--- src/rtl/jtdd_pkg.sv ---
// Shared definitions for the main-CPU/MCU communication channel.
//   com_st_t : arbiter ownership state of the shared com RAM
//   COM_AW   : default address width of the 512-byte com RAM
package jtdd_pkg;

    typedef enum logic [1:0] {
        MCU_OWN  = 2'd0,   // MCU drives the RAM, no halt requested
        REQ      = 2'd1,   // halt requested, waiting for MCU bus-available
        MAIN_OWN = 2'd2,   // MCU halted, main 6809 drives the RAM
        REL      = 2'd3    // halt released, waiting for MCU to drop bus-available
    } com_st_t;

    localparam int COM_AW = 9;

endpackage

--- src/rtl/jtframe_ram.sv ---
// Single-port synchronous RAM, read-before-write.
//   clk, cen : clock and clock enable
//   addr     : address
//   data, we : write data and write enable
//   q        : registered read data (old contents on a same-cycle write)
// Contents are never reset.
module jtframe_ram #(
    parameter int aw = 9,
    parameter int dw = 8
) (
    input  logic          clk,
    input  logic          cen,
    input  logic [aw-1:0] addr,
    input  logic [dw-1:0] data,
    input  logic          we,
    output logic [dw-1:0] q
);

    logic [dw-1:0] mem [0:(2**aw)-1];

    always_ff @(posedge clk) begin
        if (cen) begin
            q <= mem[addr];
            if (we) mem[addr] <= data;
        end
    end

endmodule

--- src/rtl/jtdd_com.sv ---
// MCU-side end of the main-CPU/MCU channel of the Double Dragon core.
// Owns the shared 512-byte com RAM and arbitrates it with a halt-request /
// bus-available handshake, generates the MCU NMI from main writes and the
// main IRQ from MCU writes. All state advances on cen only.
//
// Ports:
//   clk, nRESET (async, active-low), cen
//   main_halt_set/main_halt_clr : request / release MCU halt
//   main_nmi, main_irq_clr      : fire MCU NMI / acknowledge main IRQ
//   main_cs/rnw/addr/din/dout   : main access to the com RAM
//   main_ba, main_irq_n         : main owns the RAM / main interrupt
//   mcu_halt_n, mcu_ba          : halt request to MCU / MCU acknowledge
//   mcu_nmi_n, mcu_irq_set      : MCU NMI / MCU raises main IRQ
//   mcu_cs/rnw/addr/din/dout    : MCU access to the com RAM
//
// Build option: define JTDD_COM_TIMEOUT_EN to abandon a halt request after
// TOUT cen cycles without mcu_ba.
module jtdd_com
    import jtdd_pkg::*;
#(
    parameter int AW   = COM_AW,
    parameter int NMIW = 4,
    parameter int TOUT = 1023
) (
    input  logic          clk,
    input  logic          nRESET,
    input  logic          cen,
    input  logic          main_halt_set,
    input  logic          main_halt_clr,
    input  logic          main_nmi,
    input  logic          main_irq_clr,
    input  logic          main_cs,
    input  logic          main_rnw,
    input  logic [AW-1:0] main_addr,
    input  logic [7:0]    main_din,
    output logic [7:0]    main_dout,
    output logic          main_ba,
    output logic          main_irq_n,
    output logic          mcu_halt_n,
    input  logic          mcu_ba,
    output logic          mcu_nmi_n,
    input  logic          mcu_cs,
    input  logic          mcu_rnw,
    input  logic [AW-1:0] mcu_addr,
    input  logic [7:0]    mcu_din,
    output logic [7:0]    mcu_dout,
    input  logic          mcu_irq_set
);

    localparam int NW = $clog2(NMIW + 1);

    com_st_t       st, st_nxt;
    logic          main_own;
    logic          tout_hit;
    logic [NW-1:0] nmi_cnt;
    logic          main_rd_sel, mcu_rd_sel;
    logic [AW-1:0] ram_addr;
    logic [7:0]    ram_din, ram_q;
    logic          ram_we;

`ifdef JTDD_COM_TIMEOUT_EN
    localparam int TW = $clog2(TOUT + 1);
    logic [TW-1:0] to_cnt;

    // to_cnt holds the number of cen cycles already spent in REQ
    assign tout_hit = to_cnt == TW'(TOUT - 1);

    always_ff @(posedge clk or negedge nRESET) begin
        if (!nRESET) begin
            to_cnt <= '0;
        end else if (cen) begin
            to_cnt <= (st == REQ && st_nxt == REQ) ? to_cnt + TW'(1) : '0;
        end
    end
`else
    assign tout_hit = 1'b0;
    // TOUT only matters in the timeout build
    if (TOUT < 1) begin : g_tout_unused
    end
`endif

    // Arbiter state register
    always_ff @(posedge clk or negedge nRESET) begin
        if (!nRESET) st <= MCU_OWN;
        else if (cen) st <= st_nxt;
    end

    // Arbiter next state and decoded outputs
    always_comb begin
        st_nxt     = st;
        mcu_halt_n = 1'b1;
        main_ba    = 1'b0;
        main_own   = 1'b0;
        unique case (st)
            MCU_OWN: begin
                if (main_halt_set) st_nxt = REQ;
            end
            REQ: begin
                mcu_halt_n = 1'b0;
                if (main_halt_clr)  st_nxt = REL;
                else if (mcu_ba)    st_nxt = MAIN_OWN;
                else if (tout_hit)  st_nxt = REL;
            end
            MAIN_OWN: begin
                mcu_halt_n = 1'b0;
                main_ba    = 1'b1;
                main_own   = 1'b1;
                if (main_halt_clr) st_nxt = REL;
            end
            REL: begin
                if (main_halt_set) st_nxt = REQ;
                else if (!mcu_ba)  st_nxt = MCU_OWN;
            end
            default: st_nxt = MCU_OWN;
        endcase
    end

    // RAM port mux: the registered state selects the owner, so a change of
    // ownership only applies from the cen after the state moves.
    always_comb begin
        ram_addr = mcu_addr;
        ram_din  = mcu_din;
        ram_we   = mcu_cs & ~mcu_rnw;
        if (main_own) begin
            ram_addr = main_addr;
            ram_din  = main_din;
            ram_we   = main_cs & ~main_rnw;
        end
    end

    jtframe_ram #(.aw(AW), .dw(8)) u_ram (
        .clk  (clk),
        .cen  (cen),
        .addr (ram_addr),
        .data (ram_din),
        .we   (ram_we),
        .q    (ram_q)
    );

    // Remember who owned the RAM when the read was issued so the non-owner
    // sees 8'hFF alongside the registered RAM data.
    always_ff @(posedge clk or negedge nRESET) begin
        if (!nRESET) begin
            main_rd_sel <= 1'b0;
            mcu_rd_sel  <= 1'b0;
        end else if (cen) begin
            main_rd_sel <= main_own;
            mcu_rd_sel  <= ~main_own;
        end
    end

    assign main_dout = main_rd_sel ? ram_q : 8'hFF;
    assign mcu_dout  = mcu_rd_sel  ? ram_q : 8'hFF;

    // MCU NMI: a retrigger reloads the counter, stretching the pulse
    always_ff @(posedge clk or negedge nRESET) begin
        if (!nRESET) begin
            nmi_cnt <= '0;
        end else if (cen) begin
            if (main_nmi)            nmi_cnt <= NW'(NMIW);
            else if (nmi_cnt != '0)  nmi_cnt <= nmi_cnt - NW'(1);
        end
    end

    assign mcu_nmi_n = nmi_cnt == '0;

    // Main IRQ flag, set has priority over clear
    always_ff @(posedge clk or negedge nRESET) begin
        if (!nRESET) begin
            main_irq_n <= 1'b1;
        end else if (cen) begin
            if (mcu_irq_set)       main_irq_n <= 1'b0;
            else if (main_irq_clr) main_irq_n <= 1'b1;
        end
    end

endmodule
--- config.mk ---
export PLATFORM = sky130hd
export DESIGN_NAME = jtdd_com
export DESIGN_NICKNAME = d
export VERILOG_FILES = /design/src/rtl/jtdd_pkg.sv /design/src/rtl/jtframe_ram.sv /design/src/rtl/jtdd_com.sv
export SDC_FILE = /design/constraint.sdc
export NUM_CORES = 2
export LEC_CHECK = 0
export CORE_MARGIN = 4
export CORE_UTILIZATION = 42
export CTS_CLUSTER_DIAMETER = 40
export DETAILED_ROUTE_END_ITERATION = 16
export DONT_BUFFER_PORTS = 1
export GPL_ROUTABILITY_DRIVEN = 0
export GPL_TIMING_DRIVEN = 0
export PLACE_DENSITY = 0.58
export SYNTH_ARGS = -nofsm -noshare
export SYNTH_HDL_FRONTEND = slang
export SYNTH_SLANG_ARGS = --single-unit
--- constraint.sdc ---
create_clock -name clk -period 9 [get_ports clk]
set_clock_uncertainty 0.1 [all_clocks]
set_input_delay 2.25 -clock clk [delete_from_list [all_inputs] [get_ports clk]]
set_output_delay 2.25 -clock clk [all_outputs]
set_load 0.02 [all_outputs]
# Word level (Yosys, flattened, before mapping)
# Memory sizes are Yosys's and may differ from the RTL's. A register that Yosys moved wholly into a read port is not among the register bits.
# Index checks and enable logic that the tools add are counted.
# Widths: inputs -> output; s select.
[totals]
regBits = 8
mem_bits_rw = 4096
input_bits = 47
output_inout_bits = 20
wordCells = 49
n_memories = 1
[op_classes]
add_sub_neg = 1
eq_ne = 7
n_mux = 21
n_bitwise = 5
reduce_logical = 9
[memory_table]
columns = ["name", "depth", "word_bits", "rd", "rd_ports_with_merged_regs", "write_ports", "line", "source"]
rows = [
  ["u_ram.mem", 512, 8, 1, 1, 1, "jtframe_ram.sv:19", "logic [dw-1:0] mem [0:(2**aw)-1];"],
]
[ops]
columns = ["operator", "n"]
rows = [
  ["$mux 8", 3],
  ["$mux 2", 6],
  ["$mux 9", 1],
  ["$mux 1", 8],
  ["$pmux 2 s4", 1],
  ["$mux 3", 2],
  ["$ne 3x3->1 const B", 2],
  ["$reduce_and 5->1", 1],
  ["$eq 2x2->1 const B", 2],
  ["$ne 2x2->1 const B", 2],
  ["$reduce_and 2->1", 2],
  ["$reduce_bool 2->1", 2],
  ["$logic_not 3->1", 1],
  ["$not 1->1", 3],
  ["$reduce_bool 3->1", 1],
  ["$sub 3x1->3 const B", 1],
  ["$and 1x1->1", 2],
  ["$eq 2x1->1 const B", 1],
  ["$logic_not 2->1", 1],
  ["$reduce_or 2->1", 1],
]

# Longest topological paths before layout
[logic_depth]
word_depth = 6
ltp_mapped = 15
mapped_depth_nobuf = 10

# Cells and area by module
# Synthesis repeated with hierarchy kept, for this count alone.
[unflattened]
hier_cells = 7647
hier_area_um2 = 159762.0
[modules_own_cells]
columns = ["mod", "n_inst", "cells_per_inst", "area_each_um2", "seq_area_each_um2"]
rows = [
  ["jtframe_ram", 1, 7562, 158933.7, 123238.2],
  ["jtdd_com", 1, 85, 828.3, 201.4],
]

# Worst setup path after synthesis
# OpenSTA, ideal clock, no wires.
[synth_timing]
path_type = "in2reg"
startpoint = "input port main_din[0]"
endpoint = "memory u_ram.mem[0][0], data pin"
setup_time_ns = 0.912
arrival_time_ns = 5.796
t_required_ns = 7.988
setup_slack_ns = 2.192
path_stages = 1
n_path_buf = 0
path_cell_list = "mux2_2"
[synth_via]
elab_chain_cells = 1
[synth_lines]
columns = ["item", "line", "source"]
rows = [
  ["from (decl)", "jtdd_com.sv:35", "input logic [7:0] main_din,"],
  ["$mux 8", "jtdd_com.sv:124", "if (main_own) begin"],
  ["to (decl)", "jtframe_ram.sv:19", ""],
]
# No other way between the ends.

# Final worst setup path
[layout_timing]
startpoint = "register st[0]"
endpoint = "register u_ram.q[7], read port of u_ram.mem, data pin"
[layout_via]
elab_chain_cells = 3
[layout_lines]
columns = ["item", "line", "source"]
rows = [
  ["from (decl)", "jtdd_com.sv:52", "com_st_t st, st_nxt;"],
  ["from (signal assigned)", "jtdd_com.sv:85", "else if (cen) st <= st_nxt;"],
  ["$eq 2x2->1", "-", ""],
  ["$mux 1", "-", ""],
  ["named net main_ba", "jtdd_com.sv:37", "output logic main_ba,"],
  ["$mux 9", "jtdd_com.sv:124", ""],
  ["to (decl)", "jtframe_ram.sv:16", "output logic [dw-1:0] q"],
]
# The timed path passes the listed nets, and every way through them passes these cells.
# A chain may end at the register's enable or synchronous reset.

==> flow_metrics.env <==
export IMPL_drive_above_1_share_pct=13.1
export IMPL_multiInputGateArea_mm2=0.0331
export IMPL_grt_usage_pct=29.8
export IMPL_finalNetCount=9994
export IMPL_cts_max_level=6
export IMPL_first_global_vias=91100
export IMPL_synth_top_area_cell="edfxtp_1"
export IMPL_tightestPinTransition_ns=1.72
export IMPL_fmax_mhz=125
export IMPL_critPathTopFamily="compound AO/OA/AOI/OAI gates"
export IMPL_ys_ff_latch=4112
export IMPL_r2r_start="st[0]"
export IMPL_setup_tns_ns=0
export IMPL_core_mm2=0.379
export IMPL_slew_violations=80
export IMPL_synth_edf_count=4104
export IMPL_syn_area_mm2=0.160
export IMPL_hold_buffers=0
export IMPL_vias=97300
export IMPL_synth_top_area_share_pct=77.1
export IMPL_relSlewSlack_pct=-15.5
export IMPL_synth_ff_type="edfxtp_1"
export IMPL_synth_warnings=0
export IMPL_first_pass_iters=7
export IMPL_async_flop_share_pct=0.195
export IMPL_fp_row_count=226
export IMPL_period_needed_ns=8.00
export IMPL_crit_start="st[0]"
export IMPL_synthCells=9351
export IMPL_start_kind="flop"
export IMPL_numPortBuffers=0
export IMPL_cp_arrival_ns=8.46
export IMPL_io_pins=67
export IMPL_drv_cap=12
export IMPL_path_cells="inv_1 -> ha_1 -> buf_6 -> buf_6 -> nor3_1 -> o21ai_1 -> buf_2 -> buf_4 -> buf_1 -> o22ai_1 -> o41ai_1 -> nand4_1 -> a21oi_1 -> nand4_1"
export IMPL_highest_layer="met5"
export IMPL_leakagePower_nw=62.9
export IMPL_routedWlPerCell_um=38.8
export IMPL_synthDistinctLibCells=44
export IMPL_worst_path_max_fanout=11
export IMPL_initial_core_util_pct=42.2
export IMPL_yosysSeqAreaShare_pct=77.3
export IMPL_violations="capacitance limit, slew limit"
export IMPL_antenna_found_initial=72
export IMPL_setup_viol=0
export IMPL_slowest_stage="buf_1"
export IMPL_crit_required_ns=9.46
export IMPL_worstSetupPathType="flop to flop"
export IMPL_outcome="complete, but fails checks"
export IMPL_grt_pass1_wl_um=784000
export IMPL_period_share_pct=88.9
export IMPL_finalHoldViolations=0
export IMPL_wl_met1_um=214000
export IMPL_hpwl_um=415000
export IMPL_clock_path_buffers=4
export IMPL_rsz0062_at_grt="false"
export IMPL_holdCritStartpoint="nmi_cnt[0]"
export IMPL_cts_resized=0
export IMPL_die_height_um=625
export IMPL_avgSynthCellArea_um2=17.1
export IMPL_overflow=0
export IMPL_totalWireLength_um=600000
export IMPL_cts_tree="yes"
export IMPL_viasPerCell=6.30
export IMPL_wl_met3_um=83900
export IMPL_synthesis_nets=9405
export IMPL_post_cts_buffers=0
export IMPL_dieWidth_um=625
export IMPL_layout_commonest_cell="edfxtp_1"
export IMPL_cts_buffers=525
export IMPL_grt_max_degree=133
export IMPL_area_delta_synth_final_pct=16.2
export IMPL_n_fill_cell=31200
export IMPL_ant_nets=0
export IMPL_critPathCaptureType="flop"
export IMPL_drtIter0Drc=15600
export IMPL_fp_dieArea_mm2=0.390
export IMPL_path_buf_inv=6
export IMPL_clock_latency_ns=1.04
export IMPL_drc=0
export IMPL_root_buffer="clkbuf_16"
export IMPL_clock_sinks=4112
export IMPL_p_per_area_mw_per_mm2=292
export IMPL_hold_class="flop to flop"
export IMPL_ff_latch_area_mm2=0.123
export IMPL_p_total_mw=54.2
export IMPL_dr_wl_met2_um=259000
export IMPL_yosys_top_cells_area="edfxtp_1 77%, mux2i_1 11%, o22ai_1 3.8%"
export IMPL_clk_pin_slew_worst_paths_ns=0.06
export IMPL_max_stage_delay_ns=1.02
export IMPL_mostFrequentLayoutCells="4104 x edfxtp_1, 1795 x mux2i_1, 972 x o22ai_1"
export IMPL_peakVddDrop_v=0.000273
==> cells in the mapped netlist (43+ instances only) <==
library cell  number
buf_6             67
nor2_1           529
a21oi_1          295
o22ai_1          973
mux2i_1         1796
nor4_1           217
o41ai_1           80
o21ai_0           43
edfxtp_1        4104
clkbuf_1         221
buf_2            201
buf_4             91
nand2_1          571
==> path summary, 6_finish.rpt <==
kind                               to  slack [ns]  cells past startpoint
setup / recovery           u_ram.q[7]        1.00                     14
hold / removal             nmi_cnt[0]        0.41                      1
setup reg to reg           u_ram.q[7]        1.00                     14
hold reg to reg            nmi_cnt[0]        0.41                      1
max in group asynchronous  main_irq_n        7.80                      0
min in group asynchronous       st[1]        0.80                      0
==> power breakdown <==
part | internal (mW) | switching (mW) | leakage, nW
registers | 22.3 | 0.0451 | 37.0
logic | 2.48 | 8.17 | 17.4
clock network | 12.8 | 8.38 | 8.55
total | 37.6 | 16.6 | 62.9
==> layout make-up <==
type | count | share of cell area (%)
multi-input cells | 4624 | 17.8
inverters | 11 | 0.0222
repair buffers | 62 | 0.802
well taps | 5016 | 3.38
flip-flops and latches | 4112 | 66.5
clock buffers | 591 | 7.38
diodes | 75 | 0.101
plain buffers | 604 | 1.86
clock inverters | 357 | 2.13
==> routing by layer <==
| layer | GRT usage (%) | vias to the layer above |
|---|---|---|
| met2 | 43.6 | 7721 |
| met4 | 18.9 | 26 |
| met5 | 0 | - |
| met1 | 37.4 | 49300 |
| met3 | 11.1 | 1733 |
| li1 | - | 38500 |
==> sequential cells by signal, indices dropped and copies added, names as in the netlist <==
signal	flops
nmi_cnt	3
st	2
u_ram.q	8
main_rd_sel	1
main_irq_n	1
u_ram.mem	4096
mcu_rd_sel	1
==> cells by family (layout without fill, tap and decap cells) <==
kind of cell / Yosys count / after routing / share of synthesized area, %
AO/OA/AOI/OAI: 1421 / 1421 / 5.48
adder cells (fa/ha/maj): 7 / 7 / 0.0548
buffers and inverters: 615 / 1625 / 2.13
flip-flops: 4112 / 4112 / 77.3
multiplexers: 1808 / 1808 / 11.3
other: 0 / 75 / 0
AND/OR/NAND/NOR: 1388 / 1388 / 3.73
==> metrics by stage <==
| step | cell area, um2 | setup WS (ns) | utilization [%] | hold slack (ns) | instances |
|---|---|---|---|---|---|
| 2_1_floorplan | 160000 | 2.19 | - | 0.350 | 9351 |
| 3_3_place_gp | 166000 | -3.99 | 43.8 | 0.393 | 14400 |
| 3_5_place_dp | 168000 | 0.998 | 44.3 | 0.405 | 14400 |
| 4_1_cts | 185000 | 1.84 | 48.9 | 0.411 | 15400 |
| 5_1_grt | 185000 | 1.67 | 48.9 | 0.447 | 15400 |
| 6_report | 186000 | 1.00 | 49.0 | 0.408 | 15500 |
Power figures use the tool's default switching activity.
